--- src/rtl/mux_logic_unit_if.sv ---
// Operand/result bus for mux_logic_unit; out_zero/out_parity exist only with MUX_LOGIC_FLAGS_EN.
// slave = the unit's view, master = the producer/consumer view.
interface mux_logic_unit_if #(
  parameter int WIDTH = 8
);
  logic             in_valid;
  logic             in_ready;
  logic [WIDTH-1:0] in_a;
  logic [WIDTH-1:0] in_b;
  logic [2:0]       in_op;
  logic             in_acc;
  logic             acc_clr;
  logic             out_valid;
  logic             out_ready;
  logic [WIDTH-1:0] out_data;
  logic [WIDTH-1:0] acc_q;
`ifdef MUX_LOGIC_FLAGS_EN
  logic             out_zero;
  logic             out_parity;

  modport slave (
    input  in_valid, in_a, in_b, in_op, in_acc, acc_clr, out_ready,
    output in_ready, out_valid, out_data, acc_q, out_zero, out_parity
  );
  modport master (
    output in_valid, in_a, in_b, in_op, in_acc, acc_clr, out_ready,
    input  in_ready, out_valid, out_data, acc_q, out_zero, out_parity
  );
`else
  modport slave (
    input  in_valid, in_a, in_b, in_op, in_acc, acc_clr, out_ready,
    output in_ready, out_valid, out_data, acc_q
  );
  modport master (
    output in_valid, in_a, in_b, in_op, in_acc, acc_clr, out_ready,
    input  in_ready, out_valid, out_data, acc_q
  );
`endif
endinterface

--- src/rtl/mux_logic_unit.sv ---
// Registered 2:1-mux logic unit with accumulator; 1-cycle latency, in_ready = ~out_valid | out_ready.
// Optional result flags (out_zero, out_parity) enabled by MUX_LOGIC_FLAGS_EN.
module mux_logic_unit #(
  parameter int               WIDTH     = 8,
  parameter logic [WIDTH-1:0] RESET_ACC = '0
) (
  input logic             clk,
  input logic             rst,
  mux_logic_unit_if.slave bus
);

  localparam logic [2:0] OP_AND  = 3'b000;
  localparam logic [2:0] OP_OR   = 3'b001;
  localparam logic [2:0] OP_NAND = 3'b010;
  localparam logic [2:0] OP_NOR  = 3'b011;
  localparam logic [2:0] OP_NOTA = 3'b100;
  localparam logic [2:0] OP_XOR  = 3'b101;
  localparam logic [2:0] OP_XNOR = 3'b110;
  localparam logic [2:0] OP_PASS = 3'b111;

  logic             out_valid_q;
  logic [WIDTH-1:0] out_data_q;
  logic [WIDTH-1:0] acc_reg;
  logic             accept;
  logic [WIDTH-1:0] sel_a;
  logic [WIDTH-1:0] mux_i0;
  logic [WIDTH-1:0] mux_i1;
  logic [WIDTH-1:0] result;

  function automatic logic mux2(input logic sel, input logic i0, input logic i1);
    return sel ? i1 : i0;
  endfunction

  assign bus.in_ready = ~out_valid_q | bus.out_ready;
  assign accept       = bus.in_valid & bus.in_ready;

  // A clear in the same cycle as an accumulating op restarts the chain from zero.
  always_comb begin
    sel_a = bus.in_a;
    if (bus.in_acc) begin
      sel_a = bus.acc_clr ? '0 : acc_reg;
    end
  end

  always_comb begin
    mux_i0 = '0;
    mux_i1 = '0;
    result = '0;
    for (int i = 0; i < WIDTH; i++) begin
      case (bus.in_op)
        OP_AND:  begin mux_i0[i] = 1'b0;          mux_i1[i] = bus.in_b[i];  end
        OP_OR:   begin mux_i0[i] = bus.in_b[i];   mux_i1[i] = 1'b1;         end
        OP_NAND: begin mux_i0[i] = 1'b1;          mux_i1[i] = ~bus.in_b[i]; end
        OP_NOR:  begin mux_i0[i] = ~bus.in_b[i];  mux_i1[i] = 1'b0;         end
        OP_NOTA: begin mux_i0[i] = 1'b1;          mux_i1[i] = 1'b0;         end
        OP_XOR:  begin mux_i0[i] = bus.in_b[i];   mux_i1[i] = ~bus.in_b[i]; end
        OP_XNOR: begin mux_i0[i] = ~bus.in_b[i];  mux_i1[i] = bus.in_b[i];  end
        OP_PASS: begin mux_i0[i] = bus.in_b[i];   mux_i1[i] = bus.in_b[i];  end
        default: begin mux_i0[i] = 1'b0;          mux_i1[i] = 1'b0;         end
      endcase
      result[i] = mux2(sel_a[i], mux_i0[i], mux_i1[i]);
    end
  end

  always_ff @(posedge clk or posedge rst) begin
    if (rst) begin
      out_valid_q <= 1'b0;
      out_data_q  <= '0;
    end else if (accept) begin
      out_valid_q <= 1'b1;
      out_data_q  <= result;
    end else if (bus.out_ready) begin
      out_valid_q <= 1'b0;
    end
  end

  // Updates on accept rather than on pop so accumulating ops chain back-to-back.
  always_ff @(posedge clk or posedge rst) begin
    if (rst) begin
      acc_reg <= RESET_ACC;
    end else if (accept && bus.in_acc) begin
      acc_reg <= result;
    end else if (bus.acc_clr) begin
      acc_reg <= '0;
    end
  end

  assign bus.out_valid = out_valid_q;
  assign bus.out_data  = out_data_q;
  assign bus.acc_q     = acc_reg;

`ifdef MUX_LOGIC_FLAGS_EN
  logic zero_q;
  logic parity_q;

  always_ff @(posedge clk or posedge rst) begin
    if (rst) begin
      zero_q   <= 1'b0;
      parity_q <= 1'b0;
    end else if (accept) begin
      zero_q   <= ~(|result);
      parity_q <= ^result;
    end
  end

  assign bus.out_zero   = zero_q;
  assign bus.out_parity = parity_q;
`endif

endmodule

--- src/flat_wrapper.sv ---
// flat-port wrapper written by rule: the top's interface ports become plain ports
module mux_logic_unit_flat 
#(
  parameter int               WIDTH     = 8,
  parameter logic [WIDTH-1:0] RESET_ACC = '0
)
  (clk, rst, bus_in_valid, bus_in_a, bus_in_b, bus_in_op, bus_in_acc, bus_acc_clr, bus_out_ready, bus_in_ready, bus_out_valid, bus_out_data, bus_acc_q);
  mux_logic_unit_if #(.WIDTH(WIDTH)) bus_i ();
  input logic clk;
  input logic rst;
  input wire logic [$bits(bus_i.in_valid)-1:0] bus_in_valid;
  input wire logic [$bits(bus_i.in_a)-1:0] bus_in_a;
  input wire logic [$bits(bus_i.in_b)-1:0] bus_in_b;
  input wire logic [$bits(bus_i.in_op)-1:0] bus_in_op;
  input wire logic [$bits(bus_i.in_acc)-1:0] bus_in_acc;
  input wire logic [$bits(bus_i.acc_clr)-1:0] bus_acc_clr;
  input wire logic [$bits(bus_i.out_ready)-1:0] bus_out_ready;
  output wire logic [$bits(bus_i.in_ready)-1:0] bus_in_ready;
  output wire logic [$bits(bus_i.out_valid)-1:0] bus_out_valid;
  output wire logic [$bits(bus_i.out_data)-1:0] bus_out_data;
  output wire logic [$bits(bus_i.acc_q)-1:0] bus_acc_q;
  assign bus_i.in_valid = bus_in_valid;
  assign bus_i.in_a = bus_in_a;
  assign bus_i.in_b = bus_in_b;
  assign bus_i.in_op = bus_in_op;
  assign bus_i.in_acc = bus_in_acc;
  assign bus_i.acc_clr = bus_acc_clr;
  assign bus_i.out_ready = bus_out_ready;
  assign bus_in_ready = bus_i.in_ready;
  assign bus_out_valid = bus_i.out_valid;
  assign bus_out_data = bus_i.out_data;
  assign bus_acc_q = bus_i.acc_q;
  mux_logic_unit #(.WIDTH(WIDTH), .RESET_ACC(RESET_ACC)) u_core (.clk(clk), .rst(rst), .bus(bus_i));
endmodule
--- config.mk ---
export PLATFORM = sky130hd
export DESIGN_NAME = mux_logic_unit_flat
export DESIGN_NICKNAME = d
export VERILOG_FILES = /design/src/rtl/mux_logic_unit_if.sv /design/src/rtl/mux_logic_unit.sv /design/src/flat_wrapper.sv
export SDC_FILE = /design/constraint.sdc
export NUM_CORES = 1
export LEC_CHECK = 0
export CAP_MARGIN = 20
export CORE_MARGIN = 1
export CORE_UTILIZATION = 49
export DETAILED_ROUTE_END_ITERATION = 6
export PLACE_DENSITY_LB_ADDON = 0.2
export SYNTH_ARGS = -nofsm -noshare
export SYNTH_HDL_FRONTEND = slang
export SYNTH_SLANG_ARGS = --single-unit
--- constraint.sdc ---
create_clock -name clk -period 1.9 [get_ports clk]
set_input_delay 0.19 -clock clk [delete_from_list [all_inputs] [get_ports clk]]
set_output_delay 0.19 -clock clk [all_outputs]
set_load 0.01 [all_outputs]
# After elaboration in Yosys (flattened, before gate mapping)

Index checks and enable logic that the tools add are counted.

Flip-flop bits (word level): 17
Output and inout port bits: 18
Logic and storage cells: 59

Eq/ne operators: 7
Muxes and demuxes: 29
Bitwise logic cells: 11
Reductions and logical operators: 9

Operators by type and width:

| operator           | number |
|---|---|
| $pmux 1 s4         | 16 |
| $mux 8             | 3 |
| $eq 3x3->1 const B | 4 |
| $mux 1             | 10 |
| $not 1->1          | 9 |
| $reduce_or 2->1    | 4 |
| $eq 3x2->1 const B | 2 |
| $reduce_or 3->1    | 2 |
| $eq 3x1->1 const B | 1 |
| $logic_not 3->1    | 1 |
| $reduce_bool 2->1  | 1 |
| $and 1x1->1        | 1 |
| $logic_and 1x1->1  | 1 |
| $or 1x1->1         | 1 |

# Logic depth before layout (Yosys ltp)

Depth in word-level cells: 5
Gate-level depth with buffers: 8

# Least setup slack after synthesis

No wires, ideal clock.

Path type: reg-to-reg
Start: register u_core.acc_reg[1] (netlist: u_core.bus.acc_q[1])
End: register u_core.acc_reg[1] (netlist: u_core.bus.acc_q[1])
Setup time: 0.130 ns
Arrival: 1.299 ns
Required time: 1.770 ns
Path slack: 0.471 ns
Stages on the path, launching flop included: 6
Path buffers: 0
Period minus slack after synthesis: 1.429 ns
Path through: dfrtp_1 and3b_1 o2111ai_1 o311ai_1 nor4_2 o21ai_1

Word-level cells in the longest chain between the ends: 4

RTL lines:

| what                     | line                 | RTL |
|---|---|---|
| start: declaration       | mux_logic_unit.sv:23 | `logic [WIDTH-1:0] acc_reg;` |
| start signal: assignment | mux_logic_unit.sv:82 | `acc_reg <= result;` |
| $mux 8 (*)               | -                    |  |
| $mux 8                   | mux_logic_unit.sv:40 | `if (bus.in_acc) begin` |
| $mux 1                   | mux_logic_unit.sv:31 | `return sel ? i1 : i0;` |
| $mux 8 (*)               | mux_logic_unit.sv:81 | `end else if (accept && bus.in_acc) begin` |

Mark *: on every way between the ends. The rest lies on a longest branch, timed or not.
A chain may end at the register's enable or synchronous reset.

# Final worst setup path

Start: input bus_acc_clr
End: register u_core.acc_reg[0] (netlist: u_core.bus.acc_q[0])

Word-level cells in the longest chain between the ends: 4

RTL lines:

| what               | line                 | RTL |
|---|---|---|
| start: declaration | flat_wrapper.sv:16   | `input wire logic [$bits(bus_i.acc_clr)-1:0] bus_acc_clr;` |
| $mux 8 (*)         | -                    |  |
| $mux 8             | mux_logic_unit.sv:40 |  |
| $mux 1             | mux_logic_unit.sv:31 |  |
| $mux 8 (*)         | mux_logic_unit.sv:81 |  |

Marked as above.

==> metrics.cfg <==
[status]
status = completed

[finish]
n_antenna_cell = 0
final_nets = 281
syn2layout_area_growth_pct = 36.6
fillCellCount = 254
fin_util = 0.715
drive_gt1_frac = 0.137

[synth]
avgSynthCellArea_um2 = 7.97
synth_area_um2 = 1630
synth-seq-cells = 17
synthCells = 204
synthDistinctLibCells = 25
yosysSeqAreaShare = 0.262
synth.area.top_cells = dfrtp_1, o311ai_1, nand3b_1
yosys.area.top_type = dfrtp_1
yosysTopAreaCellShare = 0.262
syn-num-nets = 229
yosys_warnings = 0

[power]
p_per_area_nw_per_um2 = 502
total_leakage_power_nw = 0.856
ir_drop_mv = 0.577

[clock_tree]
clockRootBuffer = clkbuf_4
holdBufCountCts = 0
cts.path.max_buffers = 2
cts_post_setup_buffers_inserted = 0
path_clk_slew_ns = 0.10
cts_tree = yes
cts_resized = 0
cts_buffers = 3
clock_sinks = 17
cts-htree-levels = 1
clkLatencyLatePin_ns = 0.29

[placement]
io_buffers = 42
gp_congestion = 0.843
dp_hpwl_mm = 3.36

[sta]
slew_headroom = 0.565
tightest_slew_ns = 0.651
fmax_mhz = 590
tns_ns = 0
finClkSkew_ns = 0.00258
hold_viol = 0
slew_violations = 0
min_period_ns = 1.69
period_share = 0.892
setup_viol = 0
rsz0062_at_grt = no

[die]
start_util = 0.524
io_pins = 43
die_y_um = 59.6
dieArea_um2 = 3550
coreArea_um2 = 3100
die_x_um = 59.6
rows = 20

[hold_path]
hp-class = input port to asynchronous set/reset pin

[routing]
routed_wl_mm = 4.53
wl_per_cell_um = 15.1
drc = 0
vias_per_cell = 6.12
antenna_left = 0
dr_total_vias = 1829
drt-initial-drc-count = 153
firstDrtPassIters = 4

[critical_path]
crit_chain = clkdlybuf4s50_1, buf_4, and3b_4, o2111ai_2, o311ai_1, nor4_2, o21ai_1
end_kind = register
path_class = input port to register
worstPathArrival_ns = 1.87
cp-start-kind = input port
cpMaxStageDelayCell = clkdlybuf4s50_1
cp_slowest_stage_delay_ns = 0.45
worstPathRequired_ns = 2.08
cp_max_fo = 15

[global_route]
grt_max_degree = 33
first_global_vias = 1675
grt_usage = 0.274
antenna_found_initial = 0
grt_pass1_wl_mm = 7.46
overflow = 0

[job]
drv_cap = 0

## metal layers
layer / global-route usage / up-vias / part of all wire
li1: - / 899 / -
met1: 0.338 / 862 / 0.44
met2: 0.483 / 61 / 0.51
met3: 0.0480 / 7 / 0.042
met4: 0.0864 / 0 / 0.0084
met5: 0 / - / 0
## kinds of logic (layout without fill, tap and decap cells)
family,count (synthesis),after routing,share of synthesized area
compound gates,64,64,0.263
buf+inv,18,69,0.0531
flops,17,17,0.262
simple gates,105,105,0.423
## power by group
| group | switching [mW] | internal (mW) | leakage (nW) |
|---|---|---|---|
| logic | 0.230 | 0.250 | 0.621 |
| clock network | 0.113 | 0.0785 | 0.0177 |
| registers | 0.0353 | 0.408 | 0.217 |
## cell usage after synthesis
library cell / number
o21ai_0: 8
a21oi_1: 8
nand4_1: 8
buf_6: 1
o2111ai_1: 7
inv_1: 2
nand2_1: 17
dfrtp_1: 17
and2_1: 1
buf_1: 1
and3b_4: 1
nand3b_1: 16
o2111ai_2: 1
a31oi_1: 8
buf_2: 9
clkbuf_1: 5
o21ai_1: 16
nor3_1: 8
and3b_1: 7
o311ai_1: 16
nor2b_1: 17
nor4_2: 8
nand3_1: 9
or2_0: 1
nand2b_1: 12
## metrics by stage
stage / setup slack (ns) / cells / hold WS, ns / instance area, µm² / total power, mW
floorplan: 0.471 / 204 / 0.116 / 1630 / 0.682
global placement: -0.0776 / 295 / 0.468 / 2190 / 0.918
global route: 0.0600 / 299 / 0.334 / 2220 / 1.19
detailed placement: -0.120 / 295 / 0.475 / 2190 / 0.929
CTS: 0.201 / 299 / 0.277 / 2220 / 1.13
finish: 0.205 / 299 / 0.276 / 2220 / 1.12
## critical path: cells and delay by family
family	cells	cell delay [ns]
AOI/OAI and AO/OA	3	0.44
buffers and inverters	2	0.63
and+or+nand+nor	2	0.60
## cell usage in the layout, fill, tap and decap left out, types with 8 or more instances in the layout
| cell type | netlist | routed |
|---|---|---|
| a31oi_1 | 8 | 8 |
| o311ai_1 | 16 | 16 |
| dfrtp_1 | 17 | 17 |
| nand4_1 | 8 | 8 |
| buf_4 | 0 | 20 |
| nand3_1 | 9 | 9 |
| o21ai_0 | 8 | 8 |
| clkdlybuf4s50_1 | 0 | 42 |
| nand2b_1 | 12 | 12 |
| nor4_2 | 8 | 8 |
| nor3_1 | 8 | 8 |
| o21ai_1 | 16 | 16 |
| nor2b_1 | 17 | 17 |
| a21oi_1 | 8 | 8 |
| nand2_1 | 17 | 17 |
| nand3b_1 | 16 | 16 |
## sequential cells by signal, summed over array words and instances, names as in the netlist
signal                cells
u_core.bus.acc_q          8
u_core.bus.out_data       8
u_core.bus.out_valid      1
## path summary, 6_finish.rpt
| path | from | endpoint | slack [ns] | depth (start not counted) |
|---|---|---|---|---|
| worst max-delay path | bus_acc_clr | u_core.bus.acc_q[0]$_DFF_PP0_ | 0.21 | 7 |
| worst min-delay path | rst | u_core.bus.out_data[0]$_DFFE_PP0P_ | 0.28 | 2 |
| worst max register to register | u_core.bus.acc_q[4]$_DFF_PP0_ | u_core.bus.acc_q[4]$_DFF_PP0_ | 0.29 | 5 |
| worst min register to register | u_core.bus.out_data[5]$_DFFE_PP0P_ | u_core.bus.out_data[5]$_DFFE_PP0P_ | 0.49 | 2 |
| max in group asynchronous | rst | u_core.bus.out_data[3]$_DFFE_PP0P_ | 1.21 | 2 |
| min in group clk | u_core.bus.out_data[5]$_DFFE_PP0P_ | u_core.bus.out_data[5]$_DFFE_PP0P_ | 0.49 | 2 |
## cell type report
| cell class | instances | area (µm²) | share of cell area |
|---|---|---|---|
| Multi-Input combinational cell | 169 | 1110 | 0.502 |
| Sequential cell | 17 | 425 | 0.192 |
| Tap cell | 44 | 55.1 | 0.0248 |
| Timing Repair Buffer | 63 | 591 | 0.266 |
| Clock inverter | 1 | 5.00 | 0.00225 |
| Clock buffer | 3 | 22.5 | 0.0101 |
| Inverter | 2 | 7.51 | 0.00338 |
(Power assumes the default switching activity.)
